<file path="src/rtl/rc522_pkg.sv">
// Shared constants and FSM encoding for the RC522 register-interface responder.
package rc522_pkg;

    localparam logic [5:0]  ADDR_VERSION = 6'h37;
    localparam int unsigned RW_BIT       = 7;
    localparam int unsigned ADDR_MSB     = 6;
    localparam int unsigned ADDR_LSB     = 1;

    // RC522 register map entries also used by the RFID core
    localparam logic [5:0] COMMAND_REG    = 6'h01;
    localparam logic [5:0] COM_IRQ_REG    = 6'h04;
    localparam logic [5:0] FIFO_DATA_REG  = 6'h09;
    localparam logic [5:0] FIFO_LEVEL_REG = 6'h0A;
    localparam logic [5:0] BIT_FRAMING_REG= 6'h0D;
    localparam logic [5:0] MODE_REG       = 6'h11;
    localparam logic [5:0] TX_MODE_REG    = 6'h12;
    localparam logic [5:0] RX_MODE_REG    = 6'h13;
    localparam logic [5:0] TX_CONTROL_REG = 6'h14;
    localparam logic [5:0] TX_ASK_REG     = 6'h15;
    localparam logic [5:0] T_MODE_REG     = 6'h2A;
    localparam logic [5:0] T_PRESCALER_REG= 6'h2B;

    typedef enum logic [2:0] {
        WAIT_IDLE = 3'd0,
        IDLE      = 3'd1,
        ADDR      = 3'd2,
        WDATA     = 3'd3,
        RDATA     = 3'd4,
        IGNORE    = 3'd5
    } state_e;

endpackage

</file>
<file path="src/rtl/spi_sync_edge.sv">
// N-stage synchroniser for an asynchronous pin, with one-cycle rise/fall pulses.
module spi_sync_edge #(
    parameter int unsigned STAGES = 2
) (
    input  logic CLOCK_50,
    input  logic reset,
    input  logic d_i,
    output logic rise_o,
    output logic fall_o
);

    logic [STAGES-1:0] sync_q;
    logic              prev_q;

    always_ff @(posedge CLOCK_50) begin
        if (!reset) begin
            sync_q <= '0;
            prev_q <= 1'b0;
        end else begin
            sync_q <= {sync_q[STAGES-2:0], d_i};
            prev_q <= sync_q[STAGES-1];
        end
    end

    assign rise_o =  sync_q[STAGES-1] & ~prev_q;
    assign fall_o = ~sync_q[STAGES-1] &  prev_q;

endmodule

</file>
<file path="src/rtl/rc522_spi_slave.sv">
// SPI mode-0 responder modelling the RC522 64x8 register file: serves reads on
// MISO, commits writes, and reports each committed write to the core.
module rc522_spi_slave
    import rc522_pkg::*;
#(
    parameter int unsigned SYNC_STAGES = 2,
    parameter logic [7:0]  VERSION_VAL = 8'h92
) (
    input  logic       CLOCK_50,
    input  logic       reset,
    input  logic       spi_clk,
    input  logic       ss,
    input  logic       mosi,
    output logic       miso,
    output logic       miso_oe,
    output logic       reg_wr_strobe,
    output logic [5:0] reg_wr_addr,
    output logic [7:0] reg_wr_data,
    input  logic [5:0] dbg_addr,
    output logic [7:0] dbg_data,
    output logic       busy,
    output logic       frame_err
);

    logic sclk_rise, sclk_fall, ss_rise, ss_fall;
    logic [SYNC_STAGES-1:0] mosi_q;
    logic mosi_s;

    spi_sync_edge #(.STAGES(SYNC_STAGES)) u_sclk_sync (
        .CLOCK_50 (CLOCK_50),
        .reset    (reset),
        .d_i      (spi_clk),
        .rise_o   (sclk_rise),
        .fall_o   (sclk_fall)
    );

    spi_sync_edge #(.STAGES(SYNC_STAGES)) u_ss_sync (
        .CLOCK_50 (CLOCK_50),
        .reset    (reset),
        .d_i      (ss),
        .rise_o   (ss_rise),
        .fall_o   (ss_fall)
    );

    always_ff @(posedge CLOCK_50) begin
        if (!reset) mosi_q <= '0;
        else        mosi_q <= {mosi_q[SYNC_STAGES-2:0], mosi};
    end
    assign mosi_s = mosi_q[SYNC_STAGES-1];

    state_e     state_q, state_d;
    logic [2:0] bit_cnt_q, bit_cnt_d;
    logic [6:0] rx_q, rx_d;
    logic [7:0] tx_q, tx_d;
    logic [5:0] addr_q, addr_d;
    logic       err_q, err_d;
    logic       stb_q, stb_d;
    logic [5:0] wa_q, wa_d;
    logic [7:0] wd_q, wd_d;
    logic [7:0] regs_q [64];

    logic [7:0] rx_byte;
    logic [5:0] rd_addr;
    logic [7:0] rd_val;
    logic       we;

    assign rx_byte = {rx_q, mosi_s};
    assign rd_addr = rx_byte[ADDR_MSB:ADDR_LSB];
    assign rd_val  = (rd_addr == ADDR_VERSION) ? VERSION_VAL : regs_q[rd_addr];

    always_comb begin
        state_d   = state_q;
        bit_cnt_d = bit_cnt_q;
        rx_d      = rx_q;
        tx_d      = tx_q;
        addr_d    = addr_q;
        err_d     = err_q;
        stb_d     = 1'b0;
        wa_d      = wa_q;
        wd_d      = wd_q;
        we        = 1'b0;
        // The synchroniser resets low, so an idle-high ss always produces a rise
        // after reset; that rise is what releases WAIT_IDLE.
        if (ss_rise) begin
            state_d   = IDLE;
            bit_cnt_d = '0;
        end else begin
            case (state_q)
                IDLE: if (ss_fall) begin
                    state_d   = ADDR;
                    bit_cnt_d = '0;
                    err_d     = 1'b0;
                    tx_d      = '0;
                end
                ADDR, WDATA, RDATA: begin
                    if (sclk_rise) begin
                        rx_d      = rx_byte[6:0];
                        bit_cnt_d = bit_cnt_q + 3'd1;
                        if (bit_cnt_q == 3'd7) begin
                            if (state_q == WDATA) begin
                                if (addr_q != ADDR_VERSION) begin
                                    we    = 1'b1;
                                    stb_d = 1'b1;
                                    wa_d  = addr_q;
                                    wd_d  = rx_byte;
                                end
                            end else if (rx_byte[0]) begin
                                err_d   = 1'b1;
                                state_d = IGNORE;
                            end else begin
                                addr_d = rd_addr;
                                if (state_q == RDATA || rx_byte[RW_BIT]) begin
                                    tx_d    = rd_val;
                                    state_d = RDATA;
                                end else begin
                                    state_d = WDATA;
                                end
                            end
                        end
                    end else if (sclk_fall && bit_cnt_q != 3'd0) begin
                        tx_d = {tx_q[6:0], 1'b0};
                    end
                end
                default: ;
            endcase
        end
    end

    always_ff @(posedge CLOCK_50) begin
        if (!reset) begin
            state_q   <= WAIT_IDLE;
            bit_cnt_q <= '0;
            rx_q      <= '0;
            tx_q      <= '0;
            addr_q    <= '0;
            err_q     <= 1'b0;
            stb_q     <= 1'b0;
            wa_q      <= '0;
            wd_q      <= '0;
            for (int unsigned i = 0; i < 64; i++) regs_q[i] <= '0;
        end else begin
            state_q   <= state_d;
            bit_cnt_q <= bit_cnt_d;
            rx_q      <= rx_d;
            tx_q      <= tx_d;
            addr_q    <= addr_d;
            err_q     <= err_d;
            stb_q     <= stb_d;
            wa_q      <= wa_d;
            wd_q      <= wd_d;
            if (we) regs_q[addr_q] <= rx_byte;
        end
    end

    assign busy          = (state_q == ADDR) || (state_q == WDATA) ||
                           (state_q == RDATA) || (state_q == IGNORE);
    assign miso_oe       = busy;
    assign miso          = busy && (state_q != IGNORE) && tx_q[7];
    assign reg_wr_strobe = stb_q;
    assign reg_wr_addr   = wa_q;
    assign reg_wr_data   = wd_q;
    assign frame_err     = err_q;
    assign dbg_data      = (dbg_addr == ADDR_VERSION) ? VERSION_VAL : regs_q[dbg_addr];

endmodule

</file>
<file path="config.mk">
export PLATFORM = sky130hd
export DESIGN_NAME = rc522_spi_slave
export DESIGN_NICKNAME = d
export VERILOG_FILES = /design/src/rtl/rc522_pkg.sv /design/src/rtl/spi_sync_edge.sv /design/src/rtl/rc522_spi_slave.sv
export SDC_FILE = /design/constraint.sdc
export NUM_CORES = 1
export LEC_CHECK = 0
export ABC_CLOCK_PERIOD_IN_PS = 3500
export CAP_MARGIN = 20
export CORE_MARGIN = 2
export CORE_UTILIZATION = 44
export CTS_CLUSTER_SIZE = 8
export DETAILED_ROUTE_END_ITERATION = 8
export PLACE_DENSITY = 0.67
export SLEW_MARGIN = 20
export SYNTH_ARGS = -nofsm -noshare
export SYNTH_HDL_FRONTEND = slang
export SYNTH_SLANG_ARGS = --single-unit
</file>
<file path="constraint.sdc">
create_clock -name CLOCK_50 -period 3.5 [get_ports CLOCK_50]
set_input_delay 0.7 -clock CLOCK_50 [delete_from_list [all_inputs] [get_ports CLOCK_50]]
set_output_delay 0.7 -clock CLOCK_50 [all_outputs]
set_load 0.05 [all_outputs]
</file>
==> impl_metrics.json <==
{
  "status": "complete, but fails checks",
  "violations": "negative setup slack",
  "layout.nets": 2191,
  "syn_inst": 2079,
  "ant_nets": 0,
  "synth_mux_area_frac": 0.235,
  "viasPerCell": 6.44,
  "yosys.cell_types.count": 71,
  "yosys_register_bits": 569,
  "drtPass1Iterations": 8,
  "max_freq_mhz": 284,
  "crit_path_start_kind": "input port",
  "grt_max_degree": 68,
  "port_buffers": 37,
  "worst_slack_ps": -23.0,
  "rsz0062_at_grt": "true",
  "synth_xor_area_frac": 0.000290,
  "synth.cells.most_frequent": "edfxtp_1 (512), and2_1 (448), mux4_2 (288)",
  "slowest_stage": "mux4_2",
  "dieHeight_um": 266,
  "cts_root_buf": "clkbuf_16",
  "cap_violations": 0,
  "cp_max_fo": 8,
  "ys_warn_count": 0,
  "cts_tree": "done",
  "synth_area_mm2": 0.0302,
  "holdCritPathClass": "reg2reg",
  "place.gp.congestion": 0.959,
  "avgSynthCellArea_um2": 14.5,
  "drc": 0,
  "cp_cell_sequence": "clkbuf_16 > buf_12 > clkbuf_16 > mux4_2 > mux4_2 > a22oi_2 > nand2_1 > buf_6",
  "startpoint": "dbg_addr[0]",
  "layout-drive-gt1-share": 0.291,
  "synth_area_leaders": "edfxtp_1 (51%), mux4_2 (21%), and2_1 (9.3%)",
  "area_growth_pct": 15.8,
  "grt_pass1_vias": 19400,
  "critical_path_class": "in2out",
  "dp_hpwl_um": 67200,
  "cts_buffers": 81,
  "antenna_found_initial": 2,
  "clk_path_buf_depth": 3,
  "period_minus_slack_ps": 3520,
  "synth_edf_count": 512,
  "p_per_area_mw_per_mm2": 473,
  "drtIter0Drc": 2793,
  "max_slew_margin": 0.319,
  "synthAdderAreaFrac": 0.00207,
  "ios": 38,
  "die_w_um": 266,
  "synth_top_area_cell": "edfxtp_1",
  "slew_violations": 0,
  "ys_async_sr_fraction": 0,
  "holdBufCountCts": 0,
  "fin_setup_tns_ps": -58.4,
  "worstMarginPinSlew_ps": 1020,
  "cts.clk_slew.worst_paths_ps": 50,
  "htreeDepth": 3,
  "grt_pass1_wl_um": 137000,
  "synth_seq_area_share": 0.547,
  "synth_compound_area_frac": 0.0349,
  "setup_viol_count_final": 4,
  "core_mm2": 0.0682,
  "final_cells": 3100,
  "grt_use_total": 0.271,
  "num_rows": 96,
  "vias": 20000,
  "required_ps": 2800,
  "critPathMaxStageDelay_ps": 560,
  "initial_utilization": 0.443,
  "dieArea_mm2": 0.0708,
  "hold_violations": 0,
  "synthFlopType": "edfxtp_1",
  "p_leak_nw": 11.6,
  "end_kind": "primary output",
  "wl_um": 95900,
  "wl_per_cell_um": 30.9,
  "finalCritPeriodShare": 1.01,
  "dp.cells": 2961,
  "hold_ws_ps": 435,
  "vdd_drop_max_mv": 0.308,
  "clock_skew_ps": 27.0,
  "clock_latency_ps": 620,
  "synth_top_family_by_area": "multiplexers",
  "yosys.area_share.simple": 0.149,
  "synth.top_cell.area_share": 0.509,
  "crit_arrival_ps": 2820,
  "grt_overflow_total": 0,
  "clkSinkCount": 569,
  "synth.most_common_cell": "edfxtp_1",
  "min_from": "mosi_q[0]"
}
[per-stage QoR]
stage	instance area (um2)	setup slack, ps	util	power (mW)
2_1_floorplan	30200	77.3	-	8.72
3_3_place_gp	32200	-150	0.472	9.28
3_5_place_dp	32200	-157	0.472	9.30
4_1_cts	34600	-1.13	0.508	16.5
5_1_grt	35000	-37.3	0.513	16.9
6_report	35000	-23.0	0.513	16.5
[layout make-up]
| cell class | count | area (um2) |
|---|---|---|
| multi-input combinational | 1298 | 12900 |
| tap | 882 | 1100 |
| inverter | 11 | 41.3 |
| clock inverter | 3 | 26.3 |
| clock buffer | 122 | 2270 |
| sequential | 569 | 16500 |
| antenna | 1 | 2.50 |
| timing repair buffer | 214 | 2090 |
| fill | 5552 | 33300 |
[worst max-delay path: cells and delay by family]
family / cells / cell delay, ps
compound gates: 1 / 230
simple gates: 1 / 130
mux: 2 / 1060
buf+inv: 4 / 680
[registers in the layout, summed over array words and instances (netlist names), 2 cells and up, named ones only]
register	cells
reg_wr_data	8
rx_q	7
reg_wr_addr	6
state_q	3
bit_cnt_q	3
u_sclk_sync.sync_q	2
u_ss_sync.sync_q	2
tx_q	8
mosi_q	2
regs_q	512
addr_q	6
[worst paths after layout]
check,to,slack (ps),depth (start not counted)
worst min-delay path,mosi_q[1],440,1
worst max-delay path,dbg_data[2],-20,8
worst min register to register,mosi_q[1],440,1
worst max register to register,tx_q[1],440,7
[power breakdown]
part	internal, mW	total [mW]	switching, mW
clock network	4.39	7.22	2.83
registers	7.72	8.01	0.288
logic	0.656	1.31	0.658
total	12.8	16.5	3.77
[cells by family (layout without fill, tap and decap cells)]
kind of cell | count (synthesis) | count (layout)
and+or+nand+nor | 769 | 769
DFF | 569 | 569
muxes | 347 | 347
buffers and inverters | 219 | 350
AOI/OAI and AO/OA | 168 | 168
adders and majority gates | 5 | 5
other | 1 | 9
xor gates and xnor gates | 1 | 1
[layer usage]
metal | vias to the layer above | part of all wire | global-route usage
met5 | - | 0.00034 | 0
met4 | 4 | 0.052 | 0.128
met2 | 1376 | 0.46 | 0.422
met1 | 10200 | 0.37 | 0.362
met3 | 239 | 0.11 | 0.0638
li1 | 8172 | - | -
[layout by cell type, fill, tap and decap left out, types with 7 or more instances in the layout]
| master | count |
|---|---|
| buf_6 | 12 |
| a21oi_1 | 26 |
| inv_1 | 9 |
| a22oi_1 | 15 |
| dfxtp_2 | 9 |
| and2_1 | 448 |
| clkdlybuf4s50_1 | 24 |
| conb_1 | 8 |
| mux2_2 | 16 |
| nand3_1 | 24 |
| mux4_2 | 288 |
| buf_12 | 16 |
| dfxtp_1 | 46 |
| nor3_1 | 51 |
| clkbuf_1 | 37 |
| nor2_1 | 106 |
| buf_4 | 148 |
| edfxtp_1 | 512 |
| o21ai_0 | 39 |
| clkbuf_16 | 90 |
| nand2_1 | 41 |
| nor2b_1 | 13 |
| mux2i_1 | 40 |
| o21ai_1 | 32 |
| nand2b_1 | 7 |
| nor3_2 | 16 |
| o22ai_1 | 7 |
| nand4_1 | 12 |
[timing repair]
action,in CTS,in global routing
pin swaps,1,8
setup endpoints to repair,8,9
gates cloned,1,5
setup buffers,0,7
gates resized for setup,17,29
No activity file was read; power rests on OpenSTA's default activity.
